**src/rtl/word_serializer.sv**
```systemverilog
// Parallel-to-serial word shifter with a one-word pending buffer.
// Streams back-to-back words with no idle gap between them.
`timescale 1ns/1ps
module word_serializer #(
    parameter int WIDTH     = 8,
    parameter bit MSB_FIRST = 1'b1,
    parameter bit IDLE_BIT  = 1'b1
) (
    input  logic             clk,
    input  logic             rst,
    input  logic [WIDTH-1:0] in_data,
    input  logic             in_valid,
    output logic             in_ready,
    input  logic             bit_en,
    output logic             ser_bit,
    output logic             ser_valid,
    output logic             word_done,
    output logic             busy
);

    localparam int CW = $clog2(WIDTH);
    localparam logic [CW-1:0] LAST = CW'(WIDTH - 1);

    typedef enum logic {
        S_IDLE,
        S_SHIFT
    } state_e;

    state_e           state_q, state_d;
    logic [WIDTH-1:0] shift_q, shift_d;
    logic [CW-1:0]    cnt_q, cnt_d;
    logic [WIDTH-1:0] pend_q, pend_d;
    logic             pend_v_q, pend_v_d;

    logic             accept;
    logic             last_bit;
    logic             cur_bit;
    logic [WIDTH-1:0] shifted;

    assign in_ready  = !pend_v_q && !rst;
    assign accept    = in_valid && in_ready;
    assign ser_valid = (state_q == S_SHIFT);
    assign busy      = (state_q == S_SHIFT) || pend_v_q;
    assign last_bit  = (state_q == S_SHIFT) && bit_en && (cnt_q == LAST);
    assign word_done = last_bit;
    assign cur_bit   = MSB_FIRST ? shift_q[WIDTH-1] : shift_q[0];
    assign ser_bit   = ser_valid ? cur_bit : IDLE_BIT;

    always_comb begin
        if (MSB_FIRST) begin
            shifted = {shift_q[WIDTH-2:0], 1'b0};
        end else begin
            shifted = {1'b0, shift_q[WIDTH-1:1]};
        end
    end

    always_comb begin
        state_d  = state_q;
        shift_d  = shift_q;
        cnt_d    = cnt_q;
        pend_d   = pend_q;
        pend_v_d = pend_v_q;
        unique case (state_q)
            S_IDLE: begin
                if (accept) begin
                    shift_d = in_data;
                    cnt_d   = '0;
                    state_d = S_SHIFT;
                end
            end
            S_SHIFT: begin
                if (last_bit) begin
                    cnt_d = '0;
                    if (pend_v_q) begin
                        shift_d  = pend_q;
                        pend_v_d = 1'b0;
                    end else if (accept) begin
                        shift_d = in_data;
                    end else begin
                        state_d = S_IDLE;
                    end
                end else begin
                    if (bit_en) begin
                        shift_d = shifted;
                        cnt_d   = cnt_q + 1'b1;
                    end
                    // word arriving mid-shift parks in the pending slot
                    if (accept) begin
                        pend_d   = in_data;
                        pend_v_d = 1'b1;
                    end
                end
            end
        endcase
    end

    always_ff @(posedge clk) begin
        if (rst) begin
            state_q  <= S_IDLE;
            shift_q  <= '0;
            cnt_q    <= '0;
            pend_q   <= '0;
            pend_v_q <= 1'b0;
        end else begin
            state_q  <= state_d;
            shift_q  <= shift_d;
            cnt_q    <= cnt_d;
            pend_q   <= pend_d;
            pend_v_q <= pend_v_d;
        end
    end

endmodule

```
**config.mk**
```make
export PLATFORM = sky130hd
export DESIGN_NAME = word_serializer
export DESIGN_NICKNAME = d
export VERILOG_FILES = /design/src/rtl/word_serializer.sv
export SDC_FILE = /design/constraint.sdc
export NUM_CORES = 1
export LEC_CHECK = 0
export CORE_MARGIN = 3
export CORE_UTILIZATION = 55
export CTS_BUF_LIST = sky130_fd_sc_hd__clkbuf_2 sky130_fd_sc_hd__clkbuf_4 sky130_fd_sc_hd__clkbuf_8
export CTS_CLUSTER_SIZE = 28
export DETAILED_ROUTE_END_ITERATION = 12
export PLACE_DENSITY_LB_ADDON = 0.2
export REMOVE_ABC_BUFFERS = 1
export SLEW_MARGIN = 30
export SYNTH_ARGS = -nofsm -noshare
export SYNTH_HDL_FRONTEND = slang
export SYNTH_SLANG_ARGS = --single-unit
```
**constraint.sdc**
```tcl
create_clock -name clk -period 4.37 [get_ports clk]
set_clock_uncertainty 0.1 [all_clocks]
set_input_delay 0.437 -clock clk [delete_from_list [all_inputs] [get_ports clk]]
set_output_delay 0.437 -clock clk [all_outputs]
set_load 0.03 [all_outputs]
```
==> results.ini, run 1 <==
[floorplanning]
start_util_pct=59.22
die_area_um2=2724
ioPinCount=17
rows=16
die-width_um=52.20
coreArea_um2=1982
die_y_um=52.20

[place]
gp_congestion=0.7983
io_buffer_count=16
placed_area_um2=1309
detailed_place_hpwl_mm=1.800
dp_cells=173

[final_layout]
fillers=163
antenna_cells=0
areaGrowthSynthToFinish_pct=13.86
drive_above_1_share_pct=6.667
fin_nets=165
design_area_um2=1336
final_cells=177

[pwr]
p_sw_share_pct=27.92
pwr-share-seq_pct=56.4
p_sw_mw=0.1036
leakage_nw=0.4511
internal_power_mw=0.2673
power_density_nw_per_um2=277.6
p_clk_share_pct=25.9
peakVddDrop_mv=0.2130
combinationalPowerShare_pct=17.7

[sta]
drv_slew=0
max_freq_mhz=335.3
relSlewSlack_pct=40.07
hold_viol_final=0
min_period_over_period_pct=68.25
setup_tns_ns=0
rsz0062_at_grt=false
setup_viol=0
tightest_slew_ns=0.8951
fin_crit_ns=2.982

[synth]
ys.flop_type=dfxtp_1
avgSynthCellArea_um2=8.265
yosysTopAreaCell=dfxtp_1
synth_warnings=0
yosys_register_bits=21
ys_async_sr_fraction_pct=0
synth-compound-area-share_pct=21.00
synthAdderAreaFrac_pct=2.132
syn-cell-area_um2=1174
synth_top_area_share_pct=35.82
synth_cell_types=35
synth_edf_count=0
synthSimpleGateAreaFrac_pct=28.89
synth_commonest_cells=dfxtp_1 (21), nand3_1 (18), o21ai_0 (16)
synth_top_family_by_area=simple AND/OR/NAND/NOR gates
yosys-top-cells-area=dfxtp_1 (36%), nand3_1 (7.7%), o21ai_0 (6.8%)
synth_most_common_cell=dfxtp_1
synth_cells=142
synth_mux_area_share_pct=5.970
synth_xor_area_share_pct=0
seq_area_frac_synth_pct=35.82

[setup_path]
critical_path_required_ns=3.83
crit_path_start_kind=flop
arrival_ns=2.45
path_cells=ha_1 > ha_1 > nand3_1 > inv_1 > clkdlybuf4s50_1
crit_top_cell=ha_1
crit_family=buffers and inverters
critPathCaptureType=output port
path_depth=5
rr_worst_depth=3
critPathBufInv=2
cp_slowest_stage_delay_ns=0.68
path_class=flop to output port
worst_path_max_delay_cell=clkdlybuf4s50_1
worstPathMaxFanout=23

[clock_network]
worstSkewPairLatency_ns=0.31
clock_sinks=21
cts_root_buffer=clkbuf_4
cts_hold_buf=0
cts_resized=0
cts_setup_buffers=0
cts_tree=done
cts_max_level=1
path_clk_slew_ns=0.12
clock_path_buffers=2
cts_buffers=3

[grt]
grt_antenna_before_repair=0
track_usage_pct=22.20
grt.overflow.total=0
grt_pass1_vias=1036
grt_max_degree=25
grt_pass1_wl_mm=4.588

[flow_run]
maxCapViolCount=0

[route]
dr.pass1.iters=4
final_antenna_net_count=0
vias=1083
wl_per_cell_um=14.67
vias_per_cell=6.119
drt_iter0_drc=19
wl_mm=2.597
drc=0

[worst_hold_path]
hold_path_class=flop to flop
min_path_cells=2

[run_status]
outcome=completed

[worst register-to-register path, stage by stage, from the launching register on]
cell and delay (ns):
dfxtp_1 0.54, nor3b_2 0.84, mux2i_1 0.21, a221oi_2 0.26
[power by group through the flow]
| stage | combinational [mW] | clock, mW | sequential (mW) |
|---|---|---|---|
| after floorplan | 0.0363 | 0 | 0.212 |
| after global placement | 0.0632 | 0 | 0.213 |
| after detailed placement | 0.0655 | 0 | 0.213 |
| after CTS | 0.0656 | 0.0976 | 0.209 |
| after global routing | 0.0720 | 0.104 | 0.211 |
| final | 0.0655 | 0.0961 | 0.209 |
[stage by stage]
step / worst slack, ns / total power [mW] / util (%) / hold slack (ns)
after floorplan: 2.471 / 0.2481 / - / 0.3412
final: 1.388 / 0.3709 / 67.42 / 0.3806
after detailed placement: 1.528 / 0.2790 / 66.04 / 0.3658
after global placement: 1.501 / 0.2759 / 65.72 / 0.3593
after global routing: 1.186 / 0.3872 / 67.42 / 0.4023
after CTS: 1.392 / 0.3722 / 67.42 / 0.3825
[state kept, by name (all words and copies together), names as in the netlist]
signal     flops
cnt_q          3
pend_q         8
ser_valid      1
pend_v_q       1
shift_q        8
[cell type report]
class | instances | area [um^2] | area share, %
clock buffers | 3 | 22.52 | 1.685
clock inverters | 1 | 5.005 | 0.3745
inverters | 2 | 7.507 | 0.5618
multi-input cells | 107 | 686.9 | 51.40
flip-flops and latches | 21 | 420.4 | 31.46
well taps | 27 | 33.78 | 2.528
repair buffers | 16 | 160.2 | 11.99
[final timing paths]
kind | startpoint | endpoint | slack [ns]
max | cnt_q[0] | word_done | 1.39
min | cnt_q[2] | cnt_q[2] | 0.38
max reg2reg | pend_v_q | shift_q[7] | 2.36
min reg2reg | cnt_q[2] | cnt_q[2] | 0.38
[layer usage]
| layer | vias to the layer above | GRT usage (%) | part of all wire, % |
|---|---|---|---|
| li1 | 537 | - | - |
| met5 | - | 0 | 0 |
| met1 | 518 | 27.79 | 46 |
| met4 | 0 | 9.362 | 1.4 |
| met3 | 4 | 3.419 | 3.7 |
| met2 | 24 | 37.66 | 49 |
[logic make-up (layout without fill, tap and decap cells)]
| group | after synthesis | count (layout) |
|---|---|---|
| buffers and inverters | 14 | 22 |
| AOI/OAI and AO/OA | 42 | 42 |
| muxes | 7 | 7 |
| adders and majority gates | 2 | 2 |
| DFF | 21 | 21 |
| and+or+nand+nor | 56 | 56 |
[cell usage in the layout (no fill, tap or decap), types with 2 or more instances in the layout]
cell type / netlist / routed
o21ai_0: 16 / 16
dfxtp_1: 21 / 21
clkbuf_4: 0 / 3
a21oi_1: 12 / 12
clkdlybuf4s50_1: 0 / 16
nor2b_1: 3 / 3
nor2_1: 4 / 4
ha_1: 2 / 2
nand3_1: 18 / 18
and2_1: 2 / 2
nand2_1: 4 / 4
nand3b_1: 3 / 3
and3_1: 6 / 6
o22ai_1: 6 / 6
inv_1: 2 / 2
mux2i_1: 7 / 7
nand2b_1: 8 / 8
Note: power is estimated with default switching activity, not from simulation.
==> inputs of run 2 (changes only) <==
Clock period 4.37 ns to 2.8 ns, I/O delays scaled along.
==> run 2 against run 1 <==
Against the previous run:
- sequential cell count stayed put
- wire length is 7.3% higher
- via count grew 3.4%
- largest power group unchanged
==> results.ini, run 2 (same netlist as run 1, synthesis figures left out) <==
[run_status]
outcome=completed

[setup_path]
critPathCaptureType=output port
r2r-end=pend_q[5]
path_class=flop to output port
reg2reg_slack_ns=1.02
reg2reg_from=cnt_q[0]
setup.worst_path.end=word_done
crit_start=cnt_q[0]
arrival_ns=1.95
rr_worst_depth=6
worstPathMaxFanout=3
crit_path_start_kind=flop
critical_path_required_ns=2.42

[sta]
setup_tns_ns=0
fin_crit_ns=2.330
drv_slew=0
relSlewSlack_pct=69.55
tightest_slew_ns=0.4561
setup_viol=0
min_period_over_period_pct=83.23
setup_slack_ns=0.4697
hold_viol_final=0
max_freq_mhz=429.1
rsz0062_at_grt=false

[final_layout]
final_common_cell=dfxtp_1
drive_above_1_share_pct=9.615
final_core_util_pct=69.51
multi_input_area_um2=680.7
fillers=171
top_regs=pend_q x8, shift_q x8, cnt_q x3
areaGrowthSynthToFinish_pct=17.38
seqCellArea_um2=420.4
fin_nets=171
final_cells=183
layout_common_cells=dfxtp_1 (21), nand3_1 (18), o21ai_0 (16), clkdlybuf4s50_1 (16), a21oi_1 (12)
design_area_um2=1378
antenna_cells=0

[clock_network]
cts_tree=done
cts_root_buffer=clkbuf_4
cts_hold_buf=0
path_clk_slew_ns=0.12
cts_resized=0
cts_setup_buffers=0
cts_max_level=1
cts_buffers=3
worstSkewPairLatency_ns=0.31
clock_path_buffers=2
clock_sinks=21

[grt]
met2_usage_pct=36.19
met1_usage_pct=32.74
grt.overflow.total=0
grt_antenna_before_repair=0
grt_pass1_vias=1094
grt_max_degree=23
track_usage_pct=23.76
grt_pass1_wl_mm=4.912
grt_util_met3_pct=3.989
grt.busiest_layer=met2

[floorplanning]
rows=16
coreArea_um2=1982
ioPinCount=17
die_y_um=52.20
die-width_um=52.20
die_area_um2=2724
start_util_pct=59.22

[place]
detailed_place_hpwl_mm=1.940
dp_cells=179
io_buffer_count=16
placed_area_um2=1348
gp_congestion=0.8275
dpl_worst_slack_ns=0.5814

[flow_run]
maxCapViolCount=0

[route]
wl_mm=2.786
dr.pass1.iters=4
vias_per_cell=6.120
drc=0
final_antenna_net_count=0
drt_iter0_drc=53
wl_per_cell_um=15.22
vias=1120

[pwr]
peakVddDrop_mv=0.2894
leakage_nw=0.4823
power_density_nw_per_um2=431.8

[worst_hold_path]
hold_path_class=flop to flop

[run 2: cell count changes in the layout (fill, tap and decap cells not counted)]
cell	previous run	this run
buf_4	0	6
nor4bb_2	1	0
clkinv_2	1	0
clkbuf_4	3	4
nor4bb_1	1	2
[run 2: report_power, final]
group	switching, mW	internal (mW)	leakage (nW)
registers	0.0121	0.312	0.171
logic	0.0541	0.0548	0.293
clock network	0.0963	0.0653	0.0184
[run 2: how the worst min path moves through the flow]
stage,to,slack [ns],cells after the start,from
6_report,pend_q[2],0.38,2,pend_q[2]
5_1_grt,cnt_q[1],0.41,2,cnt_q[1]
4_1_cts,pend_q[4],0.39,2,pend_q[4]
3_5_place_dp,pend_q[4],0.37,2,pend_q[4]
3_3_place_gp,cnt_q[2],0.36,2,cnt_q[2]
2_1_floorplan,cnt_q[1],0.25,1,rst
[run 2: stage by stage]
step	hold slack [ns]	total power, mW
6_report	0.3849	0.5948
5_1_grt	0.4109	0.6183
4_1_cts	0.3870	0.5972
3_5_place_dp	0.3704	0.4386
3_3_place_gp	0.3614	0.4350
2_1_floorplan	0.2491	0.3872
[run 2: worst max-delay path, cell delays in order (launching register included)]
cell             delay (ns)
dfxtp_1                0.38
ha_1                   0.16
ha_1                   0.20
nand3_1                0.12
inv_1                  0.12
clkdlybuf4s50_1        0.67
[run 2: routing by layer]
| layer | wire, um | vias to the layer above |
|---|---|---|
| li1 | - | 547 |
| met1 | 1247 | 530 |
| met2 | 1354 | 39 |
| met3 | 152 | 4 |
| met4 | 31 | 0 |
| met5 | 0 | - |
[run 2: cell type report]
cell class	count	share of cell area, %
Timing Repair Buffer	22	14.90
Clock buffer	4	2.180
Multi-Input combinational cell	107	49.41
Tap cell	27	2.452
Inverter	2	0.5450
Sequential cell	21	30.52
